==> config.mk <==
export PLATFORM = sky130hd
export DESIGN_NAME = bmi_bit_gather_ctrl_flat
export DESIGN_NICKNAME = d
export VERILOG_FILES = /design/src/rtl/bmi_bit_gather_ctrl_pkg.sv /design/src/rtl/bmi_bit_gather_ctrl_if.sv /design/src/rtl/bmi_bit_gather_ctrl_next_one.sv /design/src/rtl/bmi_bit_gather_ctrl.sv /design/src/flat_wrapper.sv
export SDC_FILE = /design/constraint.sdc
export NUM_CORES = 2
export LEC_CHECK = 0
export CORE_AREA = 2 2 403 405
export CTS_BUF_LIST = sky130_fd_sc_hd__clkbuf_8
export CTS_CLUSTER_DIAMETER = 100
export CTS_CLUSTER_SIZE = 12
export DETAILED_ROUTE_END_ITERATION = 16
export DIE_AREA = 0 0 405 407
export GPL_TIMING_DRIVEN = 1
export MAX_ROUTING_LAYER = met4
export REMOVE_ABC_BUFFERS = 1
export SLEW_MARGIN = 20
export SYNTH_ARGS = -nofsm -noshare
export SYNTH_HDL_FRONTEND = slang
export SYNTH_SLANG_ARGS = --single-unit
==> constraint.sdc <==
create_clock -name clk -period 5 [get_ports clk]
set_input_delay 1 -clock clk [delete_from_list [all_inputs] [get_ports clk]]
set_output_delay 1 -clock clk [all_outputs]
set_load 0.005 [all_outputs]
==> src/rtl/bmi_bit_gather_ctrl_pkg.sv <==
// Shared types and sizes for the BMI bit-gather sequencer.
// Used by the control block in both builds (BMI_GATHER_SKIP_ZERO_EN defined or not).
package bmi_pkg;
    localparam int DATA_W = 256;
    localparam int SEL_W  = 8;
    localparam int CNT_W  = 9;

    typedef enum logic [1:0] {
        IDLE = 2'd0,
        SCAN = 2'd1,
        DONE = 2'd2
    } gather_state_t;

    // Plain vector encodings of the states, used for the state register.
    localparam logic [1:0] ST_IDLE = IDLE;
    localparam logic [1:0] ST_SCAN = SCAN;
    localparam logic [1:0] ST_DONE = DONE;
endpackage

==> src/rtl/bmi_bit_gather_ctrl_if.sv <==
// Request / mux / result bundle between ALU issue logic, the gather sequencer and the 256:1 bit mux.
// The slave modport is the sequencer's view; master is the surrounding logic.
interface bmi_gather_if;
    import bmi_pkg::*;

    logic              req_valid;
    logic              req_ready;
    logic [DATA_W-1:0] req_src;
    logic [DATA_W-1:0] req_mask;
    logic [DATA_W-1:0] mux_src;
    logic [SEL_W-1:0]  mux_sel;
    logic              mux_bit;
    logic              res_valid;
    logic              res_ready;
    logic [DATA_W-1:0] res_data;
    logic [CNT_W-1:0]  res_count;
    logic              busy;

    modport slave (
        input  req_valid, req_src, req_mask, mux_bit, res_ready,
        output req_ready, mux_src, mux_sel, res_valid, res_data, res_count, busy
    );

    modport master (
        output req_valid, req_src, req_mask, mux_bit, res_ready,
        input  req_ready, mux_src, mux_sel, res_valid, res_data, res_count, busy
    );
endinterface

==> src/rtl/bmi_bit_gather_ctrl_next_one.sv <==
// Priority encoder: lowest set bit of vec at index >= base, with a none-found flag.
// Only instantiated when BMI_GATHER_SKIP_ZERO_EN is defined.
module bmi_next_one
    import bmi_pkg::*;
(
    input  logic [DATA_W-1:0] vec,
    input  logic [SEL_W-1:0]  base,
    output logic [SEL_W-1:0]  idx,
    output logic              none
);

    // Scan from the top down so the lowest qualifying index wins.
    always_comb begin
        idx  = '0;
        none = 1'b1;
        for (int i = DATA_W - 1; i >= 0; i--) begin
            logic hit;
            hit  = vec[i] && (i >= int'(base));
            idx  = hit ? SEL_W'(i) : idx;
            none = none & ~hit;
        end
    end

endmodule

==> src/rtl/bmi_bit_gather_ctrl.sv <==
// PEXT-style bit gather sequencer driving the shared 256:1 bit mux select.
// Define BMI_GATHER_SKIP_ZERO_EN to visit only set mask bits instead of every position.
module bmi_bit_gather_ctrl
    import bmi_pkg::*;
(
    input  logic         clk,
    input  logic         rst,
    bmi_gather_if.slave  bus
);

    logic [1:0]        state_q, state_d;
    logic [SEL_W-1:0]  ptr_q,   ptr_d;
    logic [CNT_W-1:0]  cnt_q,   cnt_d;
    logic [DATA_W-1:0] mask_q,  mask_d;
    logic [DATA_W-1:0] src_q,   src_d;
    logic [DATA_W-1:0] res_q,   res_d;

    logic [SEL_W-1:0]  start_ptr_s;
    logic [SEL_W-1:0]  next_ptr_s;
    logic              last_s;

`ifdef BMI_GATHER_SKIP_ZERO_EN
    logic [DATA_W-1:0] enc_vec_s;
    logic [SEL_W-1:0]  enc_base_s;
    logic [SEL_W-1:0]  enc_idx_s;
    logic              enc_none_s;

    // One encoder serves both the first-bit search at accept and the next-bit search in SCAN.
    assign enc_vec_s  = (state_q == ST_IDLE) ? bus.req_mask : mask_q;
    assign enc_base_s = (state_q == ST_IDLE) ? {SEL_W{1'b0}} : (ptr_q + SEL_W'(1));

    bmi_next_one u_next_one (
        .vec  (enc_vec_s),
        .base (enc_base_s),
        .idx  (enc_idx_s),
        .none (enc_none_s)
    );

    // ptr+1 wraps to 0 at the top position, so the top position is always terminal.
    assign start_ptr_s = enc_idx_s;
    assign next_ptr_s  = enc_idx_s;
    assign last_s      = (ptr_q == {SEL_W{1'b1}}) || enc_none_s;
`else
    assign start_ptr_s = {SEL_W{1'b0}};
    assign next_ptr_s  = ptr_q + SEL_W'(1);
    assign last_s      = (ptr_q == {SEL_W{1'b1}});
`endif

    // Next-state and datapath update for the IDLE/SCAN/DONE sequencer.
    always_comb begin
        state_d = state_q;
        ptr_d   = ptr_q;
        cnt_d   = cnt_q;
        mask_d  = mask_q;
        src_d   = src_q;
        res_d   = res_q;
        case (state_q)
            ST_IDLE: begin
                if (bus.req_valid) begin
                    state_d = ST_SCAN;
                    src_d   = bus.req_src;
                    mask_d  = bus.req_mask;
                    res_d   = '0;
                    cnt_d   = '0;
                    ptr_d   = start_ptr_s;
                end else begin
                    state_d = ST_IDLE;
                end
            end
            ST_SCAN: begin
                if (mask_q[ptr_q]) begin
                    res_d[cnt_q[SEL_W-1:0]] = bus.mux_bit;
                    cnt_d                   = cnt_q + CNT_W'(1);
                end else begin
                    cnt_d = cnt_q;
                end
                // ptr is held on the terminal cycle so mux_sel only moves while scanning.
                if (last_s) begin
                    state_d = ST_DONE;
                end else begin
                    ptr_d = next_ptr_s;
                end
            end
            ST_DONE: begin
                if (bus.res_ready) begin
                    state_d = ST_IDLE;
                end else begin
                    state_d = ST_DONE;
                end
            end
            default: begin
                state_d = ST_IDLE;
            end
        endcase
    end

    // State and datapath registers with synchronous reset.
    always_ff @(posedge clk) begin
        if (rst) begin
            state_q <= ST_IDLE;
            ptr_q   <= '0;
            cnt_q   <= '0;
            mask_q  <= '0;
            src_q   <= '0;
            res_q   <= '0;
        end else begin
            state_q <= state_d;
            ptr_q   <= ptr_d;
            cnt_q   <= cnt_d;
            mask_q  <= mask_d;
            src_q   <= src_d;
            res_q   <= res_d;
        end
    end

    assign bus.req_ready = (state_q == ST_IDLE);
    assign bus.res_valid = (state_q == ST_DONE);
    assign bus.busy      = (state_q != ST_IDLE);
    assign bus.mux_src   = src_q;
    assign bus.mux_sel   = ptr_q;
    assign bus.res_data  = res_q;
    assign bus.res_count = cnt_q;

endmodule

==> src/flat_wrapper.sv <==
// flat-port wrapper written by rule: the top's interface ports become plain ports
module bmi_bit_gather_ctrl_flat import bmi_pkg::*;
  (clk, rst, bus_req_valid, bus_req_src, bus_req_mask, bus_mux_bit, bus_res_ready, bus_req_ready, bus_mux_src, bus_mux_sel, bus_res_valid, bus_res_data, bus_res_count, bus_busy);
  bmi_gather_if bus_i ();
  input  logic clk;
  input  logic rst;
  input wire logic [$bits(bus_i.req_valid)-1:0] bus_req_valid;
  input wire logic [$bits(bus_i.req_src)-1:0] bus_req_src;
  input wire logic [$bits(bus_i.req_mask)-1:0] bus_req_mask;
  input wire logic [$bits(bus_i.mux_bit)-1:0] bus_mux_bit;
  input wire logic [$bits(bus_i.res_ready)-1:0] bus_res_ready;
  output wire logic [$bits(bus_i.req_ready)-1:0] bus_req_ready;
  output wire logic [$bits(bus_i.mux_src)-1:0] bus_mux_src;
  output wire logic [$bits(bus_i.mux_sel)-1:0] bus_mux_sel;
  output wire logic [$bits(bus_i.res_valid)-1:0] bus_res_valid;
  output wire logic [$bits(bus_i.res_data)-1:0] bus_res_data;
  output wire logic [$bits(bus_i.res_count)-1:0] bus_res_count;
  output wire logic [$bits(bus_i.busy)-1:0] bus_busy;
  assign bus_i.req_valid = bus_req_valid;
  assign bus_i.req_src = bus_req_src;
  assign bus_i.req_mask = bus_req_mask;
  assign bus_i.mux_bit = bus_mux_bit;
  assign bus_i.res_ready = bus_res_ready;
  assign bus_req_ready = bus_i.req_ready;
  assign bus_mux_src = bus_i.mux_src;
  assign bus_mux_sel = bus_i.mux_sel;
  assign bus_res_valid = bus_i.res_valid;
  assign bus_res_data = bus_i.res_data;
  assign bus_res_count = bus_i.res_count;
  assign bus_busy = bus_i.busy;
  bmi_bit_gather_ctrl u_core (.clk(clk), .rst(rst), .bus(bus_i));
endmodule
==> qor.txt <==
status - finished, final reports clean
maximum root-to-sink buffer count - 3
minimum clock period - 4.53 ns
DR vias - 38,728
crit path kind - reg -> reg
worst hold path startpoint - u_core.mask_q[61]
EDFF count, synth - 0
post-synthesis adder-cell area fraction - 0.00176
Slowest Stage Delay on Critical Path - 0.74 ns
die area - 165,000 sq um
Reg2Reg Setup Slack - 0.47 ns
Yosys cell types - 70
#FFs+latches synth - 787
Die X - 405 um
Post-DP Area - 47,600 sq um
pin count of the biggest net entering global routing - 227
setup ws final - 0.473 ns
Crit Reg-Reg Startpoint - u_core.bus.mux_sel[1]
WL/cell - 24.6 um
CP Max Fanout - 207
Arr. time, crit path - 5.19 ns
Design Area, Final - 49,000 sq um
commonest non-fill, non-tap cells in the layout - nand2_1 (1,270), clkdlybuf4s50_1 (1,047), dfxtp_1 (783)
critical path startpoint category - register
hold path depth - 2
ANT nets after route - 0
clk_skew - 0.0468 ns
vias per inst - 5.13
yosys warns - 0
Placed Cells - 7,412
Leak - 15.5 nW
CTS tree - yes
overall power - 13.8 mW
Slew @ Worst Pin - 1.18 ns
Final nets - 5,857
cell family with most CP delay - buffers and inverters
most common library cell in the layout ignoring fill and taps - nand2_1
detailed-route DRC error count - 0
worst-path cell chain - buf_4, nor2b_1, a221oi_1, buf_4, o21ai_1, and3_4, buf_12, o21ai_0, o2111ai_1, o21ai_1
Clock Latency Late Sink - 0.79 ns
# hold bufs at CTS - 0
Synth Area in Simple Gates - 0.156
buffers and inverters on the worst path - 3
first-pass GRT wire length - 260,000 um
R2R depth - 10
Core ar. - 160,000 sq um
largest family of logic cells by synthesized area - compound AO/OA/AOI/OAI gates
prevailing post-synth register cell - dfxtp_1
total CTS buffers - 81
Final Wtd Congestion - 0.925
register area - 15,800 sq um
XOR/XNOR share of the synthesized area - 0.00148
max_slew headroom - 0.213
Total GRT Usage - 0.220
mux cell area share after synthesis - 0.0428
HP Class - reg -> reg
Multi-input gate area - 17,700 sq um
Root Driver - clkbuf_8
clock-pin slew on the worst setup and hold paths - 0.10 ns
final design utilization - 0.306
initial antenna violation count - 76
RSZ-0062 raised after global routing - no
Finished Layout Cells - 7,556
layout cells sized above 1 - 0.0510
placement row count - 147
post-synthesis cell area - 35,500 sq um
DRT Wirelength - 186,000 um
crit share post-route - 0.905
cts repair resizes - 0
Min-Delay Endpoint - u_core.mask_q[61]
postcts setup bufs - 0
htree depth - 3
vias in the first global route - 36,968
I/O pins - 1,049
Mean Syn Cell Area - 7.68 sq um
Synth Area in Compound Gates - 0.293
Hold Slack - 0.453 ns
DP Wirelength - 130,000 um
Synth Instances - 4,621
clock sinks - 787
Max-Cap Viols - 0
Final Setup Violations - 0
Max rail drop VDD - 0.206 mV
filler cell count - 17,099
Initial Utilization - 0.221
ys async rst share - 0
Starting DRT DRC Count - 3,921
Crit. End Element - register
Seq/Total Area, Yosys - 0.444
Area Overhead vs Synth - 38.1%
Max Fclk - 221 MHz
Pwr Density - 282 nW/um^2
slowest CP cell - nor2b_1
R2R Path End - u_core.bus.res_data[24]
IO buf count - 1,048
Final Hold Violating Endpoints - 0
Slew Viols, Final - 0
CP required - 5.66 ns
die height - 407 um
setup_tns - 0 ns
first drt pass iteration count - 6
global route overflow - 0
pre-CTS setup slack - 0.511 ns
flip-flops by register name, indices dropped and copies added (netlist names):
register / flops
u_core.bus.mux_src: 256
u_core.bus.res_count: 9
u_core.mask_q: 256
u_core.bus.mux_sel: 8
u_core.bus.res_data: 256
u_core.state_q: 2
layout make-up:
cell class              instances  share of cell area
multi-input cells            3329               0.361
clock inverters                17             0.00337
clock buffers                  82              0.0230
flip-flops and latches        787               0.322
inverters                      10            0.000919
diodes                         45             0.00230
well taps                    2160              0.0552
repair buffers               1126               0.233
cell usage after synthesis (all sizes together), types with 2 or more instances:
master | instances | area [sq um]
a211oi | 2 | 20.0
a21o | 3 | 30.0
a21oi | 765 | 3830
a221oi | 2 | 23.8
a22o | 5 | 43.8
a22oi | 4 | 30.0
a31o | 2 | 17.5
a31oi | 2 | 12.5
a32o | 32 | 320
and2 | 26 | 163
and3 | 9 | 56.3
buf | 90 | 589
clkbuf | 405 | 1520
dfxtp | 787 | 15800
ha | 5 | 62.6
inv | 9 | 33.8
mux2i | 27 | 270
mux4 | 55 | 1240
nand2 | 1271 | 4770
nand2b | 7 | 43.8
nand3 | 9 | 45.0
nand3b | 2 | 15.0
nand4 | 2 | 12.5
nor2 | 58 | 225
nor2b | 11 | 68.8
nor3 | 11 | 55.1
nor3b | 2 | 15.0
nor4 | 3 | 18.8
o2111ai | 232 | 2030
o211ai | 2 | 15.0
o21a | 11 | 82.6
o21ai | 731 | 3660
o221ai | 4 | 52.6
o22ai | 6 | 37.5
o32ai | 2 | 55.1
o41ai | 2 | 43.8
or2 | 3 | 21.3
xnor2 | 5 | 43.8
power by group:
| part | total (mW) | internal, mW | switching (mW) | leakage [nW] |
|---|---|---|---|---|
| registers | 6.77 | 6.57 | 0.195 | 6.42 |
| logic | 2.90 | 1.21 | 1.69 | 8.40 |
| clock network | 4.14 | 1.54 | 2.60 | 0.679 |
| total | 13.8 | 9.32 | 4.48 | 15.5 |
metal layers:
metal / global-route usage / part of all wire / vias up
met2: 0.355 / 0.48 / 2006
met3: 0.0687 / 0.10 / 396
met5: - / 0 / -
li1: - / - / 17649
met4: 0.121 / 0.056 / 0
met1: 0.240 / 0.37 / 18677
worst min-delay path, delay by kind of cell, from the launching register on:
kind,cells,cell delay [ns]
simple gates,1,0.05
compound gates,1,0.05
flops,1,0.31
worst max-delay path by stage:
stage                                from                       end  slack (ns)  depth (start not counted)
finish              u_core.bus.mux_sel[1]   u_core.bus.res_data[24]        0.47                         10
global route        u_core.bus.mux_sel[1]   u_core.bus.res_data[24]        0.25                         10
CTS                 u_core.bus.mux_sel[1]  u_core.bus.res_data[171]        0.48                         10
detailed placement  u_core.bus.mux_sel[1]   u_core.bus.res_count[3]        0.51                          9
global placement    u_core.bus.mux_sel[1]  u_core.bus.res_data[245]        0.59                         10
floorplan           u_core.bus.mux_sel[0]   u_core.bus.res_count[7]       -6.93                          7
cells by family after synthesis:
logic type,Yosys count
multiplexers,83
XOR/XNOR,6
AO/OA/AOI/OAI,1816
buffers and inverters,505
flip-flops,787
adder cells (fa/ha/maj),5
AND/OR/NAND/NOR,1419
Note: power is estimated with default switching activity, not from simulation.
